<file path="src/rtl/sdf_stage8.sv">
// ----------------------------------------------------------------------------
// sdf_stage8 : radix-2 single-path delay-feedback FFT stage, 16-sample frames.
//   An 8-deep complex delay line feeds a butterfly. Sums go straight out, and
//   differences are fed back, then leave multiplied by W16^n.
//
// Ports
//   clk        : rising-edge clock for all state
//   rst_n      : asynchronous active-low reset
//   valid_i    : frame-start qualifier, sampled only when a frame may begin
//   data_in_r  : signed 14-bit real input sample, one per cycle inside a frame
//   data_in_i  : signed 14-bit imaginary input sample
//   valid_o    : data_out_r/data_out_i carry a stage result
//   data_out_r : registered signed 14-bit real result (0 when valid_o=0)
//   data_out_i : registered signed 14-bit imaginary result (0 when valid_o=0)
//   state      : current FSM state, IDLE=00 FILL=01 BFLY=10 TWID=11
// ----------------------------------------------------------------------------
module sdf_stage8 (
   input  logic               clk,
   input  logic               rst_n,
   input  logic               valid_i,
   input  logic signed [13:0] data_in_r,
   input  logic signed [13:0] data_in_i,
   output logic               valid_o,
   output logic signed [13:0] data_out_r,
   output logic signed [13:0] data_out_i,
   output logic [1:0]         state
);

   localparam int unsigned DW    = 14;  // sample width
   localparam int unsigned SW    = 15;  // butterfly sum/difference width
   localparam int unsigned TW    = 8;   // twiddle width, Q1.6
   localparam int unsigned PW    = 23;  // complex product width
   localparam int unsigned DEPTH = 8;   // delay-line depth

   typedef enum logic [1:0] {
      S_IDLE = 2'b00,
      S_FILL = 2'b01,
      S_BFLY = 2'b10,
      S_TWID = 2'b11
   } state_t;

   state_t                state_q;
   logic [3:0]            cnt;
   logic                  acc_q;    // next frame was accepted at TWID n=0
   logic signed [DW-1:0]  dl_r [DEPTH];
   logic signed [DW-1:0]  dl_i [DEPTH];

   logic signed [DW-1:0]  a_r, a_i;
   logic signed [SW-1:0]  sum_r_w, sum_i_w, dif_r_w, dif_i_w;
   logic signed [DW-1:0]  sum_r, sum_i, dif_r, dif_i;
   logic signed [TW-1:0]  w_r, w_i;
   logic signed [PW-1:0]  p_r, p_i, rnd_r, rnd_i;
   logic signed [DW-1:0]  tw_r, tw_i;
   logic                  take_c;
   logic                  sh_en;
   logic signed [DW-1:0]  sh_r, sh_i;

   assign state = state_q;

   // Clamp a 15-bit butterfly result to the 14-bit sample range.
   function automatic logic signed [13:0] sat_sum(input logic signed [14:0] v);
      if (v > 15'sd8191)       return 14'sd8191;
      else if (v < -15'sd8192) return 14'sh2000;
      else                     return v[13:0];
   endfunction

   // Clamp a rounded product to the 14-bit sample range.
   function automatic logic signed [13:0] sat_prod(input logic signed [22:0] v);
      if (v > 23'sd8191)       return 14'sd8191;
      else if (v < -23'sd8192) return 14'sh2000;
      else                     return v[13:0];
   endfunction

   // Butterfly on oldest delay-line entry and the incoming sample.
   always_comb begin
      a_r     = dl_r[DEPTH-1];
      a_i     = dl_i[DEPTH-1];
      sum_r_w = SW'(a_r) + SW'(data_in_r);
      sum_i_w = SW'(a_i) + SW'(data_in_i);
      dif_r_w = SW'(a_r) - SW'(data_in_r);
      dif_i_w = SW'(a_i) - SW'(data_in_i);
      sum_r   = sat_sum(sum_r_w);
      sum_i   = sat_sum(sum_i_w);
      dif_r   = sat_sum(dif_r_w);
      dif_i   = sat_sum(dif_i_w);
   end

   // W16^n table, indexed by the TWID counter.
   always_comb begin
      w_r = 8'sd64;
      w_i = 8'sd0;
      case (cnt[2:0])
         3'd0: begin w_r =  8'sd64; w_i =  8'sd0;  end
         3'd1: begin w_r =  8'sd59; w_i = -8'sd25; end
         3'd2: begin w_r =  8'sd45; w_i = -8'sd46; end
         3'd3: begin w_r =  8'sd24; w_i = -8'sd60; end
         3'd4: begin w_r =  8'sd0;  w_i = -8'sd64; end
         3'd5: begin w_r = -8'sd25; w_i = -8'sd60; end
         3'd6: begin w_r = -8'sd46; w_i = -8'sd46; end
         3'd7: begin w_r = -8'sd60; w_i = -8'sd25; end
         default: ;
      endcase
   end

   // Full-precision complex multiply, round half-up, saturate.
   always_comb begin
      p_r   = PW'(a_r) * PW'(w_r) - PW'(a_i) * PW'(w_i);
      p_i   = PW'(a_r) * PW'(w_i) + PW'(a_i) * PW'(w_r);
      rnd_r = (p_r + PW'(32)) >>> 6;
      rnd_i = (p_i + PW'(32)) >>> 6;
      tw_r  = sat_prod(rnd_r);
      tw_i  = sat_prod(rnd_i);
   end

   // Delay-line input select; in TWID a new frame rides in behind the differences.
   always_comb begin
      take_c = (cnt == 4'd0) ? valid_i : acc_q;
      sh_en  = 1'b0;
      sh_r   = '0;
      sh_i   = '0;
      case (state_q)
         S_IDLE: begin
            sh_en = valid_i;
            sh_r  = data_in_r;
            sh_i  = data_in_i;
         end
         S_FILL: begin
            sh_en = 1'b1;
            sh_r  = data_in_r;
            sh_i  = data_in_i;
         end
         S_BFLY: begin
            sh_en = 1'b1;
            sh_r  = dif_r;
            sh_i  = dif_i;
         end
         S_TWID: begin
            sh_en = 1'b1;
            if (take_c) begin
               sh_r = data_in_r;
               sh_i = data_in_i;
            end
         end
         default: ;
      endcase
   end

   // FSM, counter, delay line and registered outputs.
   always_ff @(posedge clk or negedge rst_n) begin
      if (!rst_n) begin
         state_q    <= S_IDLE;
         cnt        <= '0;
         acc_q      <= 1'b0;
         valid_o    <= 1'b0;
         data_out_r <= '0;
         data_out_i <= '0;
         for (int k = 0; k < DEPTH; k++) begin
            dl_r[k] <= '0;
            dl_i[k] <= '0;
         end
      end else begin
         valid_o    <= 1'b0;
         data_out_r <= '0;
         data_out_i <= '0;

         if (sh_en) begin
            for (int k = DEPTH - 1; k > 0; k--) begin
               dl_r[k] <= dl_r[k-1];
               dl_i[k] <= dl_i[k-1];
            end
            dl_r[0] <= sh_r;
            dl_i[0] <= sh_i;
         end

         case (state_q)
            S_IDLE: begin
               if (valid_i) begin
                  cnt     <= 4'd1;
                  state_q <= S_FILL;
               end
            end
            S_FILL: begin
               cnt <= cnt + 4'd1;
               if (cnt == 4'd7) state_q <= S_BFLY;
            end
            S_BFLY: begin
               valid_o    <= 1'b1;
               data_out_r <= sum_r;
               data_out_i <= sum_i;
               cnt        <= cnt + 4'd1;   // 15 wraps to 0 = TWID n=0
               if (cnt == 4'd15) state_q <= S_TWID;
            end
            S_TWID: begin
               valid_o    <= 1'b1;
               data_out_r <= tw_r;
               data_out_i <= tw_i;
               if (cnt == 4'd0) acc_q <= valid_i;
               if (cnt == 4'd7) begin
                  acc_q <= 1'b0;
                  if (take_c) begin
                     cnt     <= 4'd8;
                     state_q <= S_BFLY;
                  end else begin
                     cnt     <= 4'd0;
                     state_q <= S_IDLE;
                  end
               end else begin
                  cnt <= cnt + 4'd1;
               end
            end
            default: state_q <= S_IDLE;
         endcase
      end
   end

endmodule

</file>
<file path="config.mk">
export PLATFORM = sky130hd
export DESIGN_NAME = sdf_stage8
export DESIGN_NICKNAME = d
export VERILOG_FILES = /design/src/rtl/sdf_stage8.sv
export SDC_FILE = /design/constraint.sdc
export NUM_CORES = 2
export LEC_CHECK = 0
export ABC_AREA = 1
export BUFFER_PORTS_ARGS = -buffer_cell sky130_fd_sc_hd__buf_2
export CORE_ASPECT_RATIO = 0.9
export CORE_UTILIZATION = 55
export CTS_CLUSTER_DIAMETER = 50
export CTS_CLUSTER_SIZE = 40
export DETAILED_ROUTE_END_ITERATION = 8
export MAX_ROUTING_LAYER = met4
export PLACE_DENSITY = 0.68
export RECOVER_POWER = 100
export REMOVE_ABC_BUFFERS = 1
export SLEW_MARGIN = 20
export SYNTH_ARGS = -nofsm -noshare
export SYNTH_HDL_FRONTEND = slang
export SYNTH_SLANG_ARGS = --single-unit
</file>
<file path="constraint.sdc">
create_clock -name clk -period 7.9 [get_ports clk]
set_input_delay 0.79 -clock clk [delete_from_list [all_inputs] [get_ports clk]]
set_output_delay 0.79 -clock clk [all_outputs]
set_load 0.02 [all_outputs]
</file>
==> key figures <==
Run status
  – Result of the run: finished, violations left
  – Failing checks: capacitance limit, slew limit

Clocking
  – Hold bufs inserted after CTS: 0
  – CTS clk-pin slew, worst paths: 0.08 ns
  – Root buffer selected by CTS: clkbuf_16
  – Clk_lat worst skew: 0.58 ns
  – Post-CTS Setup Bufs: 0
  – CTS tree: done
  – Sink Count: 260
  – CTS Buf Count: 28
  – Htree depth: 1
  – PostCTS Resize Cnt: 0
  – Clock Tree Buf Depth: 3

Detailed routing
  – DR vias/cell: 5.23
  – Routed length per instance: 17.6 µm
  – Detailed Route Iter0 Violations: 2111
  – DRT Wirelength: 80900 µm
  – Routed vias: 24100
  – DRC Markers: 0
  – DRT Pass-1 Iters: 6
  – Antenna-violating nets left: 0

Timing
  – Clock Skew: 0.0196 ns
  – Slew HR: -250%
  – Setup TNS: 0 ns
  – Max Clock Freq: 136 MHz
  – Slew @ Worst Pin: 5.25 ns
  – Max-slew violations: 336
  – RSZ-0062 raised after global routing: no
  – Final period utilization: 93.3%
  – Crit path time final: 7.37 ns
  – Final hold violation count: 0
  – Setup violators final: 0

Global route
  – Tot GR Track Use: 31.0%
  – Vias in the first global route: 23500
  – Global route overflow: 0
  – First-pass GRT wire length: 129000 µm
  – Largest net degree at the start of global routing: 210
  – Initial antenna violation count: 0

Yosys
  – Commonest cells post-synth: nand2_1 (1187), inv_1 (798), fa_1 (420)
  – Area leader, netlist: fa_1
  – Yosys reg bits: 260
  – Yosys top cell area share: 27.9%
  – Ys async rst share: 100%
  – Most common cell in the netlist: nand2_1
  – Synth cell types: 48
  – Area contributors post-synth: fa_1 (28%), dfrtp_1 (22%), nand2_1 (15%)
  – Sequential fraction of the synthesis area: 21.6%
  – Top_reg_cell synth: dfrtp_1
  – Netlist Area Pre-Place: 30100 µm²
  – EDFF count, synth: 0
  – Yosys Warn Count: 0
  – Syn_area_per_cell: 7.80 µm²
  – Syn Inst Count: 3860

Floorplan
  – Die area: 55600 µm²
  – Core area: 53600 µm²
  – Initial Utilization: 56.2%
  – Top-Level Pins: 62
  – Die W: 249 µm
  – Chip height: 224 µm
  – # rows: 80

Cells and area
  – Layout area overhead: 6.85%
  – N_diodes: 0
  – Share of layout cells above drive strength 1: 4.40%
  – Sequential cell area: 6510 µm²
  – Fill cell count: 5057
  – Area of the multi-input gates: 20000 µm²
  – Nets@finish: 4561

Critical path
  – CP peak stage delay: 0.74 ns
  – Worst Path Max Fanout: 19
  – Required @ worst endpoint: 8.36 ns
  – FF-to-FF setup slack: 0.53 ns
  – Setup Crit Path Kind: flop to flop
  – CP endpoint kind: flop
  – Slowest-stage cell, CP: clkinv_1
  – Worst r2r path cells: 29
  – CP Launch Point: cnt[0]$_DFFE_PN0N_
  – Reg2reg end: data_out_i[7]$_DFF_PN0_
  – Reg-to-reg startpoint: cnt[0]$_DFFE_PN0N_
  – CP dominant cell by count: nand2_1
  – CP Capture Point: data_out_i[7]$_DFF_PN0_
  – CP startpoint kind: flop
  – CP arrival: 7.84 ns

Hold path
  – Worst hold path type: flop to flop

Placement
  – GPL Wtd Cong: 0.993
  – Input/output buffers: 61
  – DP HPWL: 64600 µm

Job
  – Max Cap Violations: 3
-- how the worst min path moves through the flow --
stage / cells after the start / from / slack (ns) / to
floorplan: 2 / dl_i[28]$_DFFE_PN0P_ / 0.44 / dl_i[14]$_DFFE_PN0P_
global placement: 2 / dl_r[68]$_DFFE_PN0P_ / 0.45 / dl_r[54]$_DFFE_PN0P_
detailed placement: 2 / dl_i[53]$_DFFE_PN0P_ / 0.45 / dl_i[39]$_DFFE_PN0P_
CTS: 1 / rst_n / 0.23 / data_out_i[5]$_DFF_PN0_
global route: 2 / dl_r[63]$_DFFE_PN0P_ / 0.48 / dl_r[49]$_DFFE_PN0P_
finish: 2 / dl_i[56]$_DFFE_PN0P_ / 0.46 / dl_i[42]$_DFFE_PN0P_
-- per-stage QoR --
stage               hold slack (ns)  instance area [µm²]  worst slack (ns)  std cells  util [%]
finish                        0.457                32100             0.526       4602      60.0
CTS                           0.232                32200             0.681       4602      60.2
floorplan                     0.442                29600             -6.37       3739         -
detailed placement            0.452                31200             0.680       4550      58.3
global placement              0.448                31200             0.754       4550      58.3
global route                  0.483                32100            0.0621       4602      60.0
-- per-layer routing --
metal / track usage, % / part of all wire [%] / vias to the layer above
met3: 5.61 / 8.7 / 139
met5: - / 0 / -
met4: 9.16 / 3.3 / 0
met1: 44.5 / 45 / 11700
li1: - / - / 11500
met2: 44.8 / 43 / 823
-- cell families (layout without fill, tap and decap cells) --
| group | count (synthesis) | count (layout) | share of synthesized area, % |
|---|---|---|---|
| DFF | 260 | 260 | 21.6 |
| AOI/OAI and AO/OA | 284 | 284 | 5.19 |
| adders and majority gates | 647 | 647 | 37.4 |
| and+or+nand+nor | 1659 | 1659 | 21.8 |
| xor gates and xnor gates | 74 | 74 | 2.15 |
| buffers and inverters | 936 | 981 | 11.9 |
-- cells in the final DEF, fill, tap and decap left out, types with 3 or more instances in the layout --
master / netlist / final
a21o_1: 9 / 9
a21oi_1: 136 / 136
a21oi_2: 4 / 4
a22oi_1: 3 / 3
a31oi_1: 7 / 7
buf_2: 14 / 29
buf_4: 2 / 48
clkbuf_1: 85 / 34
clkbuf_16: 0 / 29
clkinv_1: 13 / 12
clkinv_8: 0 / 5
clkinvlp_4: 0 / 4
dfrtp_1: 260 / 260
fa_1: 420 / 420
ha_1: 227 / 227
inv_1: 798 / 798
inv_12: 0 / 5
inv_2: 3 / 3
nand2_1: 1187 / 1190
nand2_2: 8 / 5
nand2_4: 7 / 7
nand3_1: 77 / 77
nand3_2: 4 / 4
nand4_1: 12 / 12
nor2_1: 331 / 329
nor3_1: 19 / 19
nor4_1: 3 / 3
o21ai_0: 91 / 91
o21ai_1: 5 / 4
o21ai_2: 2 / 3
o21bai_1: 11 / 11
o22ai_1: 3 / 3
or2_2: 4 / 4
xnor2_1: 20 / 20
xor2_1: 54 / 54
-- registers in the layout (all words and copies together) (netlist names) --
register    flops
dl_i           98
dl_r           98
a_i            14
a_r            14
data_out_i     14
data_out_r     14
cnt             4
state           2
acc_q           1
valid_o         1
-- final cells by class --
cell class              instances  area share, %
clock buffers                  32           2.35
clock inverters                20          0.813
inverters                     815           9.54
multi-input cells            2664           62.3
flip-flops and latches        260           20.2
well taps                     697           2.71
repair buffers                114           2.07
-- worst max-delay path, delay by kind of cell (launching register included) --
kind | cells | cell delay [ns]
AOI/OAI and AO/OA | 3 | 0.85
adders and majority gates | 8 | 3.54
DFF | 1 | 0.35
buffers and inverters | 6 | 1.09
and+or+nand+nor | 12 | 1.43
Power is left out: the tool's default activity adds up to more than one toggle a clock period on the data nets, which glitch-free logic cannot reach.
